<file path="config.mk">
export PLATFORM = sky130hd
export DESIGN_NAME = mode_counter
export DESIGN_NICKNAME = d
export VERILOG_FILES = /design/src/rtl/counter_pkg.sv /design/src/rtl/mode_counter.sv
export SDC_FILE = /design/constraint.sdc
export NUM_CORES = 1
export LEC_CHECK = 0
export BUFFER_PORTS_ARGS = -buffer_cell sky130_fd_sc_hd__buf_2
export CELL_PAD_IN_SITES_DETAIL_PLACEMENT = 1
export CELL_PAD_IN_SITES_GLOBAL_PLACEMENT = 1
export CORE_MARGIN = 5
export CORE_UTILIZATION = 42
export DETAILED_ROUTE_END_ITERATION = 16
export PLACE_DENSITY_LB_ADDON = 0.1
export SETUP_SLACK_MARGIN = 0.2
export SYNTH_ARGS = -nofsm -noshare
export SYNTH_HDL_FRONTEND = slang
export SYNTH_SLANG_ARGS = --single-unit
</file>
<file path="constraint.sdc">
create_clock -name clk -period 7 [get_ports clk]
set_clock_uncertainty 0.1 [all_clocks]
set_input_delay 0.7 -clock clk [delete_from_list [all_inputs] [get_ports clk]]
set_output_delay 0.7 -clock clk [all_outputs]
set_load 0.02 [all_outputs]
</file>
<file path="src/rtl/counter_pkg.sv">
// Shared types for the mode counter: counting modes
// and the direction encoding used by the ping-pong FSM.
package counter_pkg;

  typedef enum logic [1:0] {
    MODE_UP       = 2'd0,
    MODE_DOWN     = 2'd1,
    MODE_PINGPONG = 2'd2,
    MODE_HOLD     = 2'd3
  } ctr_mode_t;

  localparam logic DIR_UP   = 1'b0;
  localparam logic DIR_DOWN = 1'b1;

endpackage

</file>
<file path="src/rtl/mode_counter.sv">
// Up/down/ping-pong counter with clamped load, wrap pulse
// and terminal-count flags.
module mode_counter
  import counter_pkg::*;
#(
  parameter int             N        = 8,
  parameter logic [N-1:0]   MAX_VAL  = '1,
  parameter bit             SATURATE = 1'b0
) (
  input  logic             clk,
  input  logic             reset,
  input  logic             en,
  input  ctr_mode_t        mode,
  input  logic             load,
  input  logic [N-1:0]     load_val,
  output logic [N-1:0]     count,
  output logic             dir,
  output logic             wrap,
  output logic             at_max,
  output logic             at_zero
);

  logic [N-1:0] count_d;
  logic         dir_d;
  logic         wrap_d;

  assign at_max  = (count == MAX_VAL);
  assign at_zero = (count == '0);

  always_ff @(posedge clk) begin
    if (!reset) begin
      count <= '0;
      dir   <= DIR_UP;
      wrap  <= 1'b0;
    end else begin
      count <= count_d;
      dir   <= dir_d;
      wrap  <= wrap_d;
    end
  end

  always_comb begin
    count_d = count;
    dir_d   = dir;
    wrap_d  = 1'b0;
    if (load) begin
      count_d = (load_val > MAX_VAL) ? MAX_VAL : load_val;
    end else begin
      // Fixed-direction modes pin dir even when idle
      unique case (1'b1)
        mode == MODE_UP:   dir_d = DIR_UP;
        mode == MODE_DOWN: dir_d = DIR_DOWN;
        default: ;
      endcase
      if (en) begin
        unique case (1'b1)
          mode == MODE_UP: begin
            if (at_max) begin
              wrap_d  = 1'b1;
              count_d = SATURATE ? MAX_VAL : '0;
            end else begin
              count_d = count + 1'b1;
            end
          end
          mode == MODE_DOWN: begin
            if (at_zero) begin
              wrap_d  = 1'b1;
              count_d = SATURATE ? '0 : MAX_VAL;
            end else begin
              count_d = count - 1'b1;
            end
          end
          mode == MODE_PINGPONG: begin
            if (dir == DIR_UP) begin
              if (at_max) begin
                wrap_d  = 1'b1;
                dir_d   = DIR_DOWN;
                count_d = MAX_VAL - 1'b1;
              end else begin
                count_d = count + 1'b1;
              end
            end else begin
              if (at_zero) begin
                wrap_d  = 1'b1;
                dir_d   = DIR_UP;
                count_d = {{(N-1){1'b0}}, 1'b1};
              end else begin
                count_d = count - 1'b1;
              end
            end
          end
          default: ;
        endcase
      end
    end
  end

endmodule
</file>
==> flow_summary.ini, run 1 <==
[grt]
grt_pass1_wl_mm = 8.06
antenna_found_initial = 0
overflow = 0
track_usage_pct = 24.0
grt_max_degree = 25
grt_pass1_vias = 1619

[placed_design]
hpwl_mm = 3.49
post-place-cells = 235
portBuffers = 25
place.gp.congestion = 0.908

[setup_path]
path_max_fanout = 18
critPathArrivalTime_ps = 2340
worstSetupEndpointType = output port
setup.worst_path.start_class = register
worst_ep_required_time_ps = 6200
worstSetupPathType = reg -> out

[die]
die_area_um2 = 4320
dieHeight_um = 65.7
start_util_pct = 43.1
placement_rows = 20
fp.dieW_um = 65.7
coreArea_um2 = 3030
ioPinCount = 26

[sta]
rsz0062_at_grt = no
setup_violations = 0
whs_ps = 596
clock.fmax_ghz = 0.318
fin_crit_ps = 3140
finalHoldViolCount = 0
relSlewSlack_pct = 44.0
post-route-period-util_pct = 44.9
setup_tns_ps = 0
drv_slew = 0
tightest_slew_ps = 839

[layout]
final_cells = 238
drive_gt1_share_pct = 16.5
nFillCells = 409
nets = 216
area_delta_synth_final_pct = 9.59
fin_util_pct = 47.2
antennaDiodeCount = 0
most-common-layout-cells = buf_2 (25), nand2_1 (15), a21oi_1 (14)
layout_commonest_cell = buf_2

[clock_tree]
clk_pin_slew_ps = 90
clockBufferDepth = 2
postCtsSetupBuffers = 0
cts_tree = yes
clock_latency_ps = 280
post_cts_resized = 0
cts_max_level = 1
numClockSinks = 10
ctsHoldBuffers = 0
cts_buffers = 3
cts-root-buf = clkbuf_4

[drt]
first_pass_iters = 4
postRouteAntennaNets = 0
wire_per_inst_um = 20.3
num_vias = 1618
vias_per_cell = 6.80
wl_mm = 4.83
drt_iter0_markers = 179
drc = 0

[pwr]
p_leak_nw = 0.538
total_power_w = 0.000221
power.density_nw_per_um2 = 155
peakVddDrop_mv = 0.0676

[synthesis]
yosysSeqAreaShare_pct = 15.3
synthTopCellsByArea = dfxtp_1 (15%), ha_1 (5.8%), a21oi_1 (5.4%), a211oi_1 (5.2%), nand2_1 (4.3%)
postSynthNetCount = 204
synth_edf_count = 0
ys_ff_latch = 10
synth_top_flop_cell = dfxtp_1
synthArstFlopShare_pct = 0
synth_area_um2 = 1310
yosysTopAreaCell = dfxtp_1
synthCells = 184
ys_warn_count = 0
netlist.area_leader.share_pct = 15.3
syn_avg_cell_area_um2 = 7.09
yosysUniqueCellTypes = 56

[run]
drv_cap = 0

[min_path]
min_path_type = reg -> reg

[run_status]
status = complete, no violations
==> cells in the mapped netlist (3+ instances only) <==
master / n
a211oi_1: 9
a21oi_1: 14
a311oi_1: 4
and2_1: 3
and3_1: 3
clkbuf_1: 14
dfxtp_1: 10
ha_1: 6
inv_1: 12
nand2_1: 15
nand3_1: 9
nand4_1: 4
nor2_1: 5
nor3_1: 7
o21ai_0: 9
o221ai_1: 6
o22ai_1: 4
o311ai_0: 3
or3_1: 3
==> layer usage <==
metal	vias up	global-route usage, %	part of all wire (%)
met5	-	0	0
li1	743	-	-
met4	0	12.4	3.0
met3	12	3.25	7.6
met2	81	37.3	46
met1	782	31.9	43
==> metrics by stage <==
stage          setup slack, ps  cell area (um^2)
2_1_floorplan             4690              1310
3_5_place_dp              4210              1410
6_report                  3860              1430
3_3_place_gp              4240              1410
4_1_cts                   3900              1430
5_1_grt                   3700              1430
==> worst max-delay path, cell delays in order (launching register included) <==
cell and delay [ps]:
dfxtp_1 730, nand3_1 460, nand2b_1 430, inv_1 230
buf_2 200
==> layout make-up <==
cell class | instances | area, um^2 | share of cell area, %
Tap cell | 44 | 55.1 | 3.85
Timing Repair Buffer | 25 | 125 | 8.75
Sequential cell | 10 | 200 | 14.0
Inverter | 12 | 45.0 | 3.15
Clock buffer | 3 | 22.5 | 1.57
Multi-Input combinational cell | 144 | 982 | 68.7
==> cell families (layout without fill, tap and decap cells) <==
family / count (synthesis) / after routing / share of synthesized area, %
buf+inv: 30 / 40 / 9.40
xor+xnor: 4 / 4 / 2.69
mux: 1 / 1 / 0.767
compound gates: 72 / 72 / 40.1
flops: 10 / 10 / 15.3
fa+ha+maj: 6 / 6 / 5.75
simple gates: 61 / 61 / 26.0
==> flip-flops by register name, indices dropped and copies added, names as in the netlist <==
| signal | count |
|---|---|
| count | 8 |
| dir | 1 |
| wrap | 1 |
==> path summary, 6_finish.rpt <==
path | endpoint | slack [ps] | depth (start not counted) | startpoint
worst max register to register | wrap$_SDFF_PP0_ | 4480 | 5 | count[2]$_SDFFE_PN0P_
worst min-delay path | count[7]$_SDFFE_PN0P_ | 600 | 2 | count[7]$_SDFFE_PN0P_
worst min register to register | count[7]$_SDFFE_PN0P_ | 600 | 2 | count[7]$_SDFFE_PN0P_
worst max-delay path | at_max | 3860 | 4 | count[2]$_SDFFE_PN0P_
==> report_power, final <==
group	leakage [nW]	internal, W	switching [W]
Combinational	0.441	0.0000360	0.0000591
Sequential	0.0826	0.0000617	0.0000192
Clock	0.0138	0.0000199	0.0000250
No activity file was read; power rests on OpenSTA's default activity.
==> run 2, diff against run 1 <==
- CORE_UTILIZATION: 42 -> 35
- clock period: 7 -> 2.7 ns (I/O delays scaled with it)
==> flow_summary.ini, run 2 (synthesis gave the netlist of run 1 again) <==
[die]
dieHeight_um = 71.1
ioPinCount = 26
start_util_pct = 35.9
placement_rows = 22
fp.dieW_um = 71.1
coreArea_um2 = 3630
die_area_um2 = 5050

[drt]
first_pass_iters = 4
wl_mm = 5.17
num_vias = 1640
wire_per_inst_um = 20.5
postRouteAntennaNets = 0
drt_iter0_markers = 142
drc = 0
vias_per_cell = 6.51

[sta]
setup_violations = 0
post-route-period-util_pct = 88.5
tightest_slew_ps = 704
rsz0062_at_grt = no
finalHoldViolCount = 0
drv_slew = 0
setup_tns_ps = 0
fin_crit_ps = 2390
relSlewSlack_pct = 53.0
clock.fmax_ghz = 0.419

[clock_tree]
ctsHoldBuffers = 0
cts-root-buf = clkbuf_8
clock_latency_ps = 250
cts_max_level = 1
clk_pin_slew_ps = 60
clockBufferDepth = 2
cts_tree = yes
cts_buffers = 3
post_cts_resized = 0
postCtsSetupBuffers = 0
numClockSinks = 10

[placed_design]
placed_cell_area_um2 = 1480
hpwl_mm = 3.85
portBuffers = 25
place.gp.congestion = 0.880

[setup_path]
worst_ep_required_time_ps = 2730
worstSetupEndpointType = register
cp_num_buf_inv = 1
ff2ff_setup_slack_ps = 310
crit_path_end = count[7]$_SDFFE_PN0P_
setup.worst_path.start_class = register
startpoint = count[0]$_SDFFE_PN0P_
path_max_fanout = 11
critPathArrivalTime_ps = 2420
cp.depth = 7
cp_top_family = compound AO/OA/AOI/OAI gates
worstPathCellList = inv_1 > ha_2 > or4b_4 > o311ai_2 > a41oi_1 > a211oi_1 > o21ai_1
crit_slowest_cell = or4b_4
timing.rr.start = count[0]$_SDFFE_PN0P_
slowest_delay_ps = 520
worstSetupPathType = reg -> reg
r2r-end = count[7]$_SDFFE_PN0P_
r2r_cells = 7

[grt]
overflow = 0
grt_max_degree = 20
antenna_found_initial = 0
track_usage_pct = 20.2
grt_pass1_vias = 1548
grt_pass1_wl_mm = 8.20

[layout]
top_register = count
drive_gt1_share_pct = 21.6
nets = 225
reg_top3 = count (8), dir (1), wrap (1)
most-common-layout-cells = buf_2 (25), nand2_1 (15), a21oi_1 (14)
design_area_um2 = 1540
multiInputGateArea_um2 = 987
largest_reg_flops = 8
layout.area.seq_um2 = 200
nFillCells = 474
layout_commonest_cell = buf_2
area_delta_synth_final_pct = 18.0
antennaDiodeCount = 0

[run_status]
status = complete, no violations

[pwr]
power.density_nw_per_um2 = 446
p_leak_nw = 0.593
peakVddDrop_mv = 0.216
total_power_w = 0.000688

[run]
drv_cap = 0

[min_path]
min_path_type = in -> reg
-- run 2: power breakdown --
group / switching, W / internal [W] / leakage [nW]
clock: 0.0000783 / 0.000129 / 0.0288
combinational: 0.000171 / 0.000108 / 0.481
sequential: 0.0000411 / 0.000160 / 0.0826
-- run 2: worst min-delay path by stage --
stage                startpoint               endpoint  cells after the start
floorplan                    en        wrap$_SDFF_PP0_                      2
global placement    load_val[0]  count[0]$_SDFFE_PN0P_                      3
detailed placement  load_val[0]  count[0]$_SDFFE_PN0P_                      3
CTS                 load_val[0]  count[0]$_SDFFE_PN0P_                      3
global route        load_val[0]  count[0]$_SDFFE_PN0P_                      3
finish              load_val[0]  count[0]$_SDFFE_PN0P_                      3
-- run 2: final cells by class --
type	instances	area share (%)
multi-input cells	144	64.1
flip-flops and latches	10	13.0
clock buffers	4	3.57
well taps	48	3.90
repair buffers	34	12.5
inverters	12	2.92
-- run 2: stage by stage --
step | worst slack [ps] | utilization (%) | std cells | hold slack, ps
final | 312 | 42.4 | 252 | 248
after global placement | 287 | 40.7 | 248 | 494
after global routing | 209 | 42.4 | 252 | 267
after CTS | 271 | 42.3 | 252 | 252
after floorplan | 390 | - | 184 | 322
after detailed placement | 281 | 40.7 | 248 | 504
-- run 2: per-layer routing --
layer / track usage (%) / vias up / share of wire [%]
met4: 3.13 / 0 / 1.3
met1: 27.4 / 817 / 45
met3: 4.69 / 8 / 7.0
met2: 33.1 / 59 / 47
li1: - / 756 / -
met5: 0 / - / 0
-- run 2: worst min-delay path: stages --
cell	delay, ps
buf_2	80
a22oi_1	70
a21oi_1	140
==> run 3, diff against run 2 <==
- CORE_MARGIN: 5 -> not set
==> flow_summary.ini, run 3 (synthesis gave the netlist of run 1 again) <==
[setup_path]
worst_ep_required_time_ps = 2330
r2r-end = count[7]$_SDFFE_PN0P_
cp_top_family = simple AND/OR/NAND/NOR gates
setup.worst_path.start_class = register
slowest_delay_ps = 620
startpoint = count[4]$_SDFFE_PN0P_
cp_num_buf_inv = 2
timing.rr.start = count[0]$_SDFFE_PN0P_
crit_slowest_cell = dfxtp_1
worstPathCellList = nand3_2 > nand2b_1 > inv_1 > buf_2
ff2ff_setup_slack_ps = 360
path_max_fanout = 9
critPathArrivalTime_ps = 2010
worstSetupEndpointType = output port
r2r_cells = 7
worstSetupPathType = reg -> out

[drt]
num_vias = 1619
drt_iter0_markers = 132
vias_per_cell = 6.58
first_pass_iters = 4
wire_per_inst_um = 21.0
drc = 0
postRouteAntennaNets = 0
wl_mm = 5.15

[layout]
final_cells = 246
area_delta_synth_final_pct = 15.7
top_register = count
largest_reg_flops = 8
antennaDiodeCount = 0
most-common-layout-cells = buf_2 (25), nand2_1 (15), a21oi_1 (14)
drive_gt1_share_pct = 22.0
nFillCells = 445
nets = 222
layout_commonest_cell = buf_2
reg_top3 = count (8), dir (1), wrap (1)

[clock_tree]
postCtsSetupBuffers = 0
cts_tree = yes
post_cts_resized = 1
cts_buffers = 3
numClockSinks = 10
clockBufferDepth = 2
ctsHoldBuffers = 0
clk_pin_slew_ps = 60
clock_latency_ps = 250
cts-root-buf = clkbuf_8
cts_max_level = 1

[pwr]
swShare_pct = 44.2
peakVddDrop_mv = 0.138
p_sw_w = 0.000289
p_leak_nw = 0.573
intPower_w = 0.000365
p_comb_share_pct = 42.1
clkPwrFrac_pct = 26.5
seqPwrFrac_pct = 31.3
power.density_nw_per_um2 = 433

[die]
ioPinCount = 26
start_util_pct = 37.9
placement_rows = 21
dieHeight_um = 63.1
die_area_um2 = 3980
coreArea_um2 = 3440
fp.dieW_um = 63.1

[min_path]
whs_path_depth = 3
hold_start = load_val[5]
min_to = count[5]$_SDFFE_PN0P_
min_path_type = in -> reg

[sta]
post-route-period-util_pct = 88.1
clock.fmax_ghz = 0.420
rsz0062_at_grt = no
fin_ws_ps = 322
fin_crit_ps = 2380
tightest_slew_ps = 551
finalHoldViolCount = 0
whs_ps = 249
setup_violations = 0
setup_tns_ps = 0
relSlewSlack_pct = 63.2
drv_slew = 0

[grt]
grt_pass1_vias = 1612
grt_max_degree = 17
grt_pass1_wl_mm = 8.42
overflow = 0
track_usage_pct = 27.3
antenna_found_initial = 0

[placed_design]
place.gp.congestion = 0.905
post-place-cells = 243
hpwl_mm = 3.72
portBuffers = 25
dp_slack_ps = 246

[run]
drv_cap = 0

[run_status]
status = complete, no violations
-- run 3: changes by cell type in the layout (fill, tap and decap cells not counted), sizes merged --
cell / change
buf: -3
clkbuf: -1
-- run 3: stage by stage --
step | utilization, % | total power [W] | area, um^2
2_1_floorplan | - | 0.000382 | 1310
3_5_place_dp | 42.3 | 0.000474 | 1460
3_3_place_gp | 42.3 | 0.000465 | 1460
6_report | 43.9 | 0.000654 | 1510
5_1_grt | 43.9 | 0.000693 | 1510
4_1_cts | 43.6 | 0.000647 | 1500
-- run 3: metal layers --
metal	share of wire [%]	GRT usage, %	wire, um	vias up
li1	-	-	-	754
met1	43	36.9	2230	798
met2	48	42.7	2470	53
met3	6.4	4.35	332	14
met4	2.3	11.0	121	0
met5	0	0	0	-
-- run 3: worst max-delay path by stage --
| stage | to | slack (ps) | cells after the start |
|---|---|---|---|
| after global placement | count[7]$_SDFFE_PN0P_ | 310 | 7 |
| after detailed placement | count[7]$_SDFFE_PN0P_ | 250 | 7 |
| after CTS | at_max | 210 | 5 |
| final | at_max | 320 | 4 |
| after floorplan | count[6]$_SDFFE_PN0P_ | 390 | 8 |
| after global routing | count[7]$_SDFFE_PN0P_ | 240 | 7 |
-- run 3: power groups by stage --
stage	registers, W	clock network [W]	logic (W)
3_5_place_dp	0.000205	0	0.000269
6_report	0.000205	0.000174	0.000275
2_1_floorplan	0.000190	0	0.000192
4_1_cts	0.000202	0.000174	0.000270
3_3_place_gp	0.000202	0	0.000263
5_1_grt	0.000209	0.000187	0.000297
-- run 3: cell type report --
type                    instances  area [um^2]  area share, %
clock buffers                   3         41.3           2.73
inverters                      12         45.0           2.98
multi-input cells             144          992           65.7
flip-flops and latches         10          204           13.5
well taps                      46         57.6           3.81
repair buffers                 31          170           11.3
-- run 3: worst reg2reg max path: stages, from the launching register on --
cell      delay (ps)
dfxtp_2          380
inv_1            110
ha_2             270
or4b_4           520
o311ai_2         370
a41oi_1           80
a211oi_1         280
o21ai_1           90
